File: config.mk
export PLATFORM = sky130hd
export DESIGN_NAME = game_display
export DESIGN_NICKNAME = d
export VERILOG_FILES = /design/src/rtl/game_display_pkg.sv /design/src/rtl/game_display_if.sv /design/src/rtl/game_display_uart_rx.sv /design/src/rtl/game_display.sv
export SDC_FILE = /design/constraint.sdc
export NUM_CORES = 1
export LEC_CHECK = 0
export ABC_AREA = 1
export BUFFER_PORTS_ARGS = -buffer_cell sky130_fd_sc_hd__buf_2
export CORE_UTILIZATION = 55
export DETAILED_ROUTE_END_ITERATION = 7
export PLACE_DENSITY_LB_ADDON = 0.12
export SLEW_MARGIN = 20
export SYNTH_ARGS = -nofsm -noshare
export SYNTH_HDL_FRONTEND = slang
export SYNTH_SLANG_ARGS = --single-unit
File: constraint.sdc
create_clock -name CLOCK_50 -period 1.56 [get_ports CLOCK_50]
set_input_delay 0.156 -clock CLOCK_50 [delete_from_list [all_inputs] [get_ports CLOCK_50]]
set_output_delay 0.156 -clock CLOCK_50 [all_outputs]
set_load 0.1 [all_outputs]
File: src/rtl/game_display_pkg.sv
// game_display_pkg: shared UART timing defaults, receiver states and the hex-to-segment table.
package game_display_pkg;
  localparam int DEF_CLK_HZ = 50_000_000;
  localparam int DEF_BAUD = 57_600;
  localparam int CNT_W = 16;
  typedef enum logic [2:0] {IDLE, START, DATA, STOP, BREAK} rx_state_e;
  localparam logic [6:0] SEG_TBL [16] = '{
    7'h40, 7'h79, 7'h24, 7'h30, 7'h19, 7'h12, 7'h02, 7'h78,
    7'h00, 7'h10, 7'h08, 7'h03, 7'h46, 7'h21, 7'h06, 7'h0E
  };
  function automatic logic [6:0] seg7(input logic [3:0] n);
    return SEG_TBL[n];
  endfunction
endpackage

File: src/rtl/game_display_if.sv
// game_display_if: received-byte bundle from the UART receiver to the display logic.
interface game_display_if;
  logic [7:0] data;
  logic valid;
  logic frame_err;
  modport master (output data, valid, frame_err);
  modport slave (input data, valid, frame_err);
endinterface

File: src/rtl/game_display_uart_rx.sv
// uart_rx: 8N1 receiver with 2-flop synchronizer, mid-bit sampling and sticky framing error.
module uart_rx
  import game_display_pkg::*;
#(
  parameter int CLKS_PER_BIT = DEF_CLK_HZ / DEF_BAUD
) (
  input  logic clk,
  input  logic rst,
  input  logic rx_i,
  game_display_if.master rx_o
);
  localparam logic [CNT_W-1:0] BIT_END = CNT_W'(CLKS_PER_BIT - 1);
  localparam logic [CNT_W-1:0] HALF_END = CNT_W'(CLKS_PER_BIT / 2 - 1);
  logic [1:0] sync_q;
  rx_state_e state_q;
  logic [CNT_W-1:0] cnt_q;
  logic [2:0] idx_q;
  logic [7:0] shift_q, data_q;
  logic valid_q, ferr_q;
  logic rx;
  assign rx = sync_q[1];
  always_ff @(posedge clk) begin
    if (rst) begin
      sync_q <= 2'b11;
      state_q <= IDLE;
      cnt_q <= '0;
      idx_q <= '0;
      shift_q <= '0;
      data_q <= '0;
      valid_q <= 1'b0;
      ferr_q <= 1'b0;
    end else begin
      sync_q <= {sync_q[0], rx_i};
      valid_q <= 1'b0;
      case (state_q)
        IDLE: if (!rx) begin
          state_q <= START;
          cnt_q <= '0;
        end
        START: if (cnt_q == HALF_END) begin
          state_q <= rx ? IDLE : DATA;
          cnt_q <= '0;
          idx_q <= '0;
        end else cnt_q <= cnt_q + 1'b1;
        DATA: if (cnt_q == BIT_END) begin
          shift_q <= {rx, shift_q[7:1]};
          cnt_q <= '0;
          idx_q <= idx_q + 1'b1;
          if (idx_q == 3'd7) state_q <= STOP;
        end else cnt_q <= cnt_q + 1'b1;
        STOP: if (cnt_q == BIT_END) begin
          cnt_q <= '0;
          state_q <= rx ? IDLE : BREAK;
          valid_q <= rx;
          ferr_q <= ferr_q | !rx;
          if (rx) data_q <= shift_q;
        end else cnt_q <= cnt_q + 1'b1;
        BREAK: if (rx) state_q <= IDLE;
        default: state_q <= IDLE;
      endcase
    end
  end
  assign rx_o.data = data_q;
  assign rx_o.valid = valid_q;
  assign rx_o.frame_err = ferr_q;
endmodule

File: src/rtl/game_display.sv
// game_display: shows the two newest good UART bytes as four hex digits and the newest on LEDR.
module game_display
  import game_display_pkg::*;
#(
  parameter int CLK_HZ = DEF_CLK_HZ,
  parameter int BAUD = DEF_BAUD
) (
  input  logic CLOCK_50,
  input  logic rst_n,
  input  logic uart_rx_i,
  output logic [6:0] HEX0,
  output logic [6:0] HEX1,
  output logic [6:0] HEX2,
  output logic [6:0] HEX3,
  output logic [7:0] LEDR,
  output logic rx_valid_o,
  output logic frame_err_o
);
  localparam int CLKS_PER_BIT = CLK_HZ / BAUD;
  game_display_if rx_if ();
  uart_rx #(.CLKS_PER_BIT(CLKS_PER_BIT)) u_rx (
    .clk (CLOCK_50),
    .rst (rst_n),
    .rx_i(uart_rx_i),
    .rx_o(rx_if.master)
  );
  logic [3:0][6:0] hex_q;
  logic [7:0] led_q;
  logic valid_q;
  // rx_valid_o is re-registered so it lines up with the display update
  always_ff @(posedge CLOCK_50) begin
    if (rst_n) begin
      hex_q <= {4{7'h7F}};
      led_q <= '0;
      valid_q <= 1'b0;
    end else begin
      valid_q <= rx_if.valid;
      if (rx_if.valid) begin
        hex_q <= {hex_q[1], hex_q[0], seg7(rx_if.data[7:4]), seg7(rx_if.data[3:0])};
        led_q <= rx_if.data;
      end
    end
  end
  assign {HEX3, HEX2, HEX1, HEX0} = hex_q;
  assign LEDR = led_q;
  assign rx_valid_o = valid_q;
  assign frame_err_o = rx_if.frame_err;
endmodule

== Word-level counts from Yosys, hierarchy flattened ==
Memory sizes are Yosys's and may differ from the RTL's. A register that Yosys moved wholly into a read port is not among the register bits.
Index checks and enable logic that the tools add are counted.

* Register bits after elaboration: 65
* Memory bits (read-only): 224
* Bits of input ports: 3
* Output and inout port bits: 38
* Word-level logic and storage cells: 62
* Memories: 2

* Add/subtract/negate cells: 2
* Equality and inequality tests: 13
* Multiplexer cells: 16
* Bitwise operators: 5
* Reductions and logical operators: 12

{| class="wikitable"
|+ Memory list
! memory !! words !! width !! read ports !! clocked after Yosys merged registers in !! wr ports !! line !! RTL
|-
| (no name shown) || 16 || 7 || 1 || 1 || 0 || game_display_pkg.sv:12 || <nowiki>return SEG_TBL[n];</nowiki>
|-
| (no name shown) || 16 || 7 || 1 || 1 || 0 || game_display_pkg.sv:12 ||
|}

{| class="wikitable"
|+ Operators by type and width
! operator !! count
|-
| 2-to-1 mux 16 bit || 3
|-
| one-hot mux 16 bit (3 select lines) || 1
|-
| 2-to-1 mux 3 bit || 9
|-
| adder 16 x 1 -> 16 bit, second input constant || 1
|-
| equality test 16 x 10 -> 1 bit, second input constant || 1
|-
| equality test 16 x 9 -> 1 bit, second input constant || 1
|-
| one-hot mux 3 bit (5 select lines) || 1
|-
| inequality test 2 x 1 -> 1 bit, second input constant || 5
|-
| NOT 4 -> 5 bit || 2
|-
| equality test 3 x 2 -> 1 bit, second input constant || 2
|-
| equality test 3 bit, second input constant || 2
|-
| one-hot mux 3 bit (2 select lines) || 1
|-
| AND reduction 2 bit || 3
|-
| AND reduction 3 bit || 2
|-
| AND reduction 6 bit || 1
|-
| adder 3 x 1 -> 3 bit, second input constant || 1
|-
| equality test 3 x 1 -> 1 bit, second input constant || 1
|-
| logical NOT 3 bit || 1
|-
| nonzero test 3 bit || 1
|-
| OR reduction 3 bit || 1
|-
| 2-to-1 mux 2 bit || 1
|-
| inequality test 2 bit, second input constant || 1
|-
| NOT 1 bit || 2
|-
| nonzero test 2 bit || 1
|-
| 3 further kinds || 3
|}

== Logic depth before layout (Yosys ltp) ==
* Depth in word-level cells: 4
* Mapped depth: 11
* Depth with buffers taken out: 11

== By module ==
A second synthesis with hierarchy kept.

* Cell total of the unflattened synthesis: 582
* Area, all modules: 4,113.9 um2

{| class="wikitable"
|+ Modules (own cells, without submodules)
! module !! times used !! cells each !! area an instance (um2) !! sequential area each (um2)
|-
| uart_rx || 1 || 352 || 2,366.0 || 840.8
|-
| game_display || 1 || 230 || 1,747.9 || 740.7
|}

== Worst setup path before layout ==
No wires, ideal clock.

* Path kind: flip-flop to flip-flop
* Start: reg u_rx.cnt_q[0]
* End: reg u_rx.state_q[1]
* Setup time: 0.113 ns
* Data arrival time: 1.321 ns
* Required time: 1.447 ns
* Path slack: 0.126 ns
* Cell stages (with the launch flop): 11
* Path buffers: 0
* Clock period less this slack: 1.434 ns
* Cells stage by stage: dfxtp_1 > ha_1 > nand2_1 > nor2_2 > nand2_4 > nand2_1 > nand2_2 > nor2_2 > nand2_1 > nand2_1 > nor2_1

* Cells in the longest elaborated chain, start to end: 3
* Elaborated cells on any way between the ends: 6
* Those cells by class: eq/ne (5); reduce/logical (1)

{| class="wikitable"
|+ Ends and longest elaborated chain
! element !! line !! RTL
|-
| from (decl) || game_display_uart_rx.sv:16 || <nowiki>logic [CNT_W-1:0] cnt_q;</nowiki>
|-
| from (signal assigned) || game_display_uart_rx.sv:44 || <nowiki>end else cnt_q <= cnt_q + 1'b1;</nowiki>
|-
| from (signal assigned) || game_display_uart_rx.sv:50 || <nowiki>end else cnt_q <= cnt_q + 1'b1;</nowiki>
|-
| from (signal assigned) || game_display_uart_rx.sv:57 || <nowiki>end else cnt_q <= cnt_q + 1'b1;</nowiki>
|-
| equality test 16 x 10 -> 1 bit / equality test 16 x 9 -> 1 bit (equally long branches) || game_display_uart_rx.sv:45, game_display_uart_rx.sv:51, game_display_uart_rx.sv:40 ||
|-
| inequality test 2 x 1 -> 1 bit (no source line) || - ||
|-
| AND reduction 6 bit (no source line) * || - ||
|-
| to (signal assigned) || game_display_uart_rx.sv:41 || <nowiki>state_q <= rx ? IDLE : DATA;</nowiki>
|-
| to (signal assigned) || game_display_uart_rx.sv:53 || <nowiki>state_q <= rx ? IDLE : BREAK;</nowiki>
|-
| to (decl) || game_display_uart_rx.sv:15 || <nowiki>rx_state_e state_q;</nowiki>
|}

Every way passes the cells marked *; elsewhere a longest branch is shown, timed or not.
A chain may end at the register's enable or synchronous reset.

== Worst setup path after layout ==
* Start: reg u_rx.cnt_q[1]
* End: reg u_rx.data_q[1], in the netlist u_rx.rx_o.data[1]

* Cells in the longest elaborated chain, start to end: 2

{| class="wikitable"
|+ Ends and longest elaborated chain
! element !! line !! RTL
|-
| equality test 16 x 10 -> 1 bit || game_display_uart_rx.sv:51 || <nowiki>STOP: if (cnt_q == BIT_END) begin</nowiki>
|-
| AND reduction 3 bit (no source line) || - ||
|-
| to (signal assigned) || game_display_uart_rx.sv:56 || <nowiki>if (rx) data_q <= shift_q;</nowiki>
|-
| to (decl) || game_display_uart_rx.sv:18 || <nowiki>logic [7:0] shift_q, data_q;</nowiki>
|}

No other way between the ends.

==> metrics.md <==
| Metric | Value |
|---|---|
| R2r setup slk | `80 ps` |
| Max-Cap Viols | `0` |
| HP Class | `in -> reg` |
| CTS root buf | `clkbuf_8` |
| Initial drt markers | `269` |
| Final Instance Area | `4370 µm²` |
| Endpoints failing setup | `0` |
| Worst EP arrival | `1750 ps` |
| Nets | `571` |
| Tot GR Track Use | `23.5%` |
| Sequential cell area | `1600 µm²` |
| Hold depth | `4` |
| Max Fclk | `677 MHz` |
| CP Max Fanout | `6` |
| Die area | `7030 µm²` |
| Pwr dens | `1150 nW/µm²` |
| Clock sink count | `79` |
| Layout Cells excl Fill | `633` |
| Dpl cell area | `4030 µm²` |
| Worst skew pair latency | `340 ps` |
| Remaining Overflow, GRT | `0` |
| Share of cells above drive strength 1 | `22.1%` |
| Global-route wire length before repair | `13400 µm` |
| TritonCTS clock tree | `built` |
| Via Count | `3364` |
| Area of the multi-input gates | `1900 µm²` |
| Cell count of the worst reg-to-reg path | `8` |
| Final core occ | `68.1%` |
| Synthesized instance count | `497` |
| DIE HEIGHT | `83.9 µm` |
| Layout fillers | `541` |
| Flops & latches, synth | `79` |
| Fin. Hold Viols | `0` |
| Routed len/inst | `12.6 µm` |
| Core Region | `6420 µm²` |
| Pin count of the biggest net entering global routing | `41` |
| Pleak | `1.79 nW` |
| Max-slew violation count | `0` |
| Final Routed Wirelength | `7990 µm` |
| Syn_nets | `517` |
| Syn Area/Cell | `7.42 µm²` |
| Port bufs | `40` |
| CP required | `1830 ps` |
| Post-route ant nets | `0` |
| # rows | `29` |
| Placed Instances | `611` |
| CP endpoint kind | `flip-flop` |
| Ys Warns | `0` |
| Antenna Cells | `0` |
| I/O pin total | `41` |
| Slew @ Worst Pin | `492 ps` |
| Register area share after synthesis | `42.9%` |
| Worst r2r src | `u_rx.cnt_q[1]` |
| Drt first pass iters | `7` |
| Clock transition at the registers of the reported paths | `80 ps` |
| Clock Tree Buf Depth | `2` |
| Min-delay src | `rst_n` |
| WHS Endpoint | `u_rx.state_q[0]` |
| Initial Utilization | `57.4%` |
| Period utilization | `94.7%` |
| Mapped cell area | `3690 µm²` |
| Number of buffers created by CTS | `9` |
| Initial antenna violation count | `0` |
| Clock Skew | `8.72 ps` |
| Post-route DRC | `11` |
| P&R area growth vs syn | `18.6%` |
| Commonest cells after routing, fill and taps aside | `nand2_1, dfxtp_1, a21oi_1, inv_1, buf_2` |
| Via/cell ratio | `5.31` |
| Failing checks | `DRC` |
| DP Wirelength | `5670 µm` |
| Die width | `83.9 µm` |
| Status | `finished, violations left` |
| Netlist cell types | `35` |
| Placer Congestion | `0.874` |
| H-tree depth | `3` |
| Normalized max-slew margin | `67.4%` |
| Crit Reg-Reg Endpoint | `u_rx.rx_o.data[1]` |
| Vias in the first global route | `2936` |
| Startpoint types | `flip-flop` |
| Critical path class | `reg -> reg` |
| Worst-case vdd ir drop | `0.000873 V` |
| Min Clock Period, post-route | `1480 ps` |
| Overall power | `0.00501 W` |
| Most common cell after layout, fill and taps aside | `nand2_1` |
[how the worst max path moves through the flow]
stage | from | slack (ps) | depth (start not counted) | to
after floorplan | u_rx.cnt_q[0] | 130 | 10 | u_rx.state_q[1]
after global placement | u_rx.cnt_q[1] | 50 | 8 | u_rx.cnt_q[12]
after detailed placement | u_rx.cnt_q[1] | 0.7 | 8 | u_rx.cnt_q[12]
after CTS | u_rx.cnt_q[1] | 4 | 8 | u_rx.cnt_q[8]
after global routing | u_rx.cnt_q[6] | -30 | 9 | u_rx.rx_o.data[7]
final | u_rx.cnt_q[1] | 80 | 8 | u_rx.rx_o.data[1]
[worst max-delay path: stages (launching register included)]
cell and delay (ps):
dfxtp_4 380, ha_2 180, nand2_1 80, nor2_2 130
nand2_4 110, nor3_4 220, buf_6 150, o21ai_1 60
a21oi_1 130
[Yosys cell counts (all sizes together)]
master / count / area (µm²)
a21oi: 54 / 270
buf: 3 / 18.8
clkbuf: 14 / 52.6
clkinv: 2 / 7.51
dfxtp: 79 / 1580
ha: 17 / 213
inv: 46 / 173
nand2: 111 / 439
nand3: 42 / 215
nand3b: 1 / 7.51
nand4: 4 / 25.0
nor2: 48 / 198
nor3: 10 / 71.3
nor4: 1 / 6.26
o211ai: 7 / 52.6
o21a: 2 / 15.0
o21ai: 41 / 216
o221ai: 3 / 26.3
o311ai: 2 / 17.5
or2: 4 / 27.5
xnor2: 2 / 17.5
xor2: 4 / 35.0
[metrics by stage]
| stage | setup slack, ps | hold WS [ps] | TNS (ps) |
|---|---|---|---|
| floorplan | 126 | 260 | 0 |
| global placement | 52.7 | 347 | 0 |
| detailed placement | 0.685 | 349 | 0 |
| CTS | 3.83 | 266 | 0 |
| global route | -30.1 | 297 | -120 |
| finish | 83.0 | 288 | 0 |
[kinds of logic (layout without fill, tap and decap cells)]
group / Yosys count / in the layout / synth area share, %
xor+xnor: 6 / 6 / 1.43
fa+ha+maj: 17 / 17 / 5.77
compound gates: 109 / 109 / 16.2
simple gates: 221 / 221 / 26.8
flops: 79 / 79 / 42.9
buf+inv: 65 / 124 / 6.82
[what timing repair did]
action	CTS	global route
buffers inserted	0	5
hold buffers	1	0
gates resized for setup	1	26
pin swaps	0	6
gates cloned	0	0
endpoints found under the setup margin	1	37
hold endpoints to repair	1	0
[per-layer routing]
layer	part of all wire, %	global-route usage [%]	vias up
met1	51	33.4	1526
met3	4.3	4.35	7
met5	0	0	-
met2	43	35.2	88
met4	1.2	8.93	0
li1	-	-	1743
[report_power, final]
part / leakage (nW) / switching, W / internal [W] / total [W]
Sequential: 0.643 / 0.0000732 / 0.00209 / 0.00217
Clock: 0.117 / 0.000744 / 0.000953 / 0.00170
Combinational: 1.03 / 0.000709 / 0.000443 / 0.00115
Total: 1.79 / 0.00153 / 0.00349 / 0.00501
[layout make-up]
class,instances,area share [%]
tap,77,2.20
multi-input combinational,353,43.4
clock inverter,6,2.09
inverter,48,4.12
sequential,79,36.5
timing repair buffer,60,8.44
clock buffer,10,3.15
[flip-flops by register name, indices dropped and copies added, names as in the netlist]
name / count
u_rx.sync_q: 2
u_rx.cnt_q: 16
u_rx.rx_o.data: 8
HEX3: 7
HEX1: 7
u_rx.rx_o.frame_err: 1
u_rx.state_q: 3
rx_valid_o: 1
HEX0: 7
u_rx.shift_q: 8
HEX2: 7
u_rx.rx_o.valid: 1
u_rx.idx_q: 3
LEDR: 8
No activity file was read; power rests on OpenSTA's default activity.
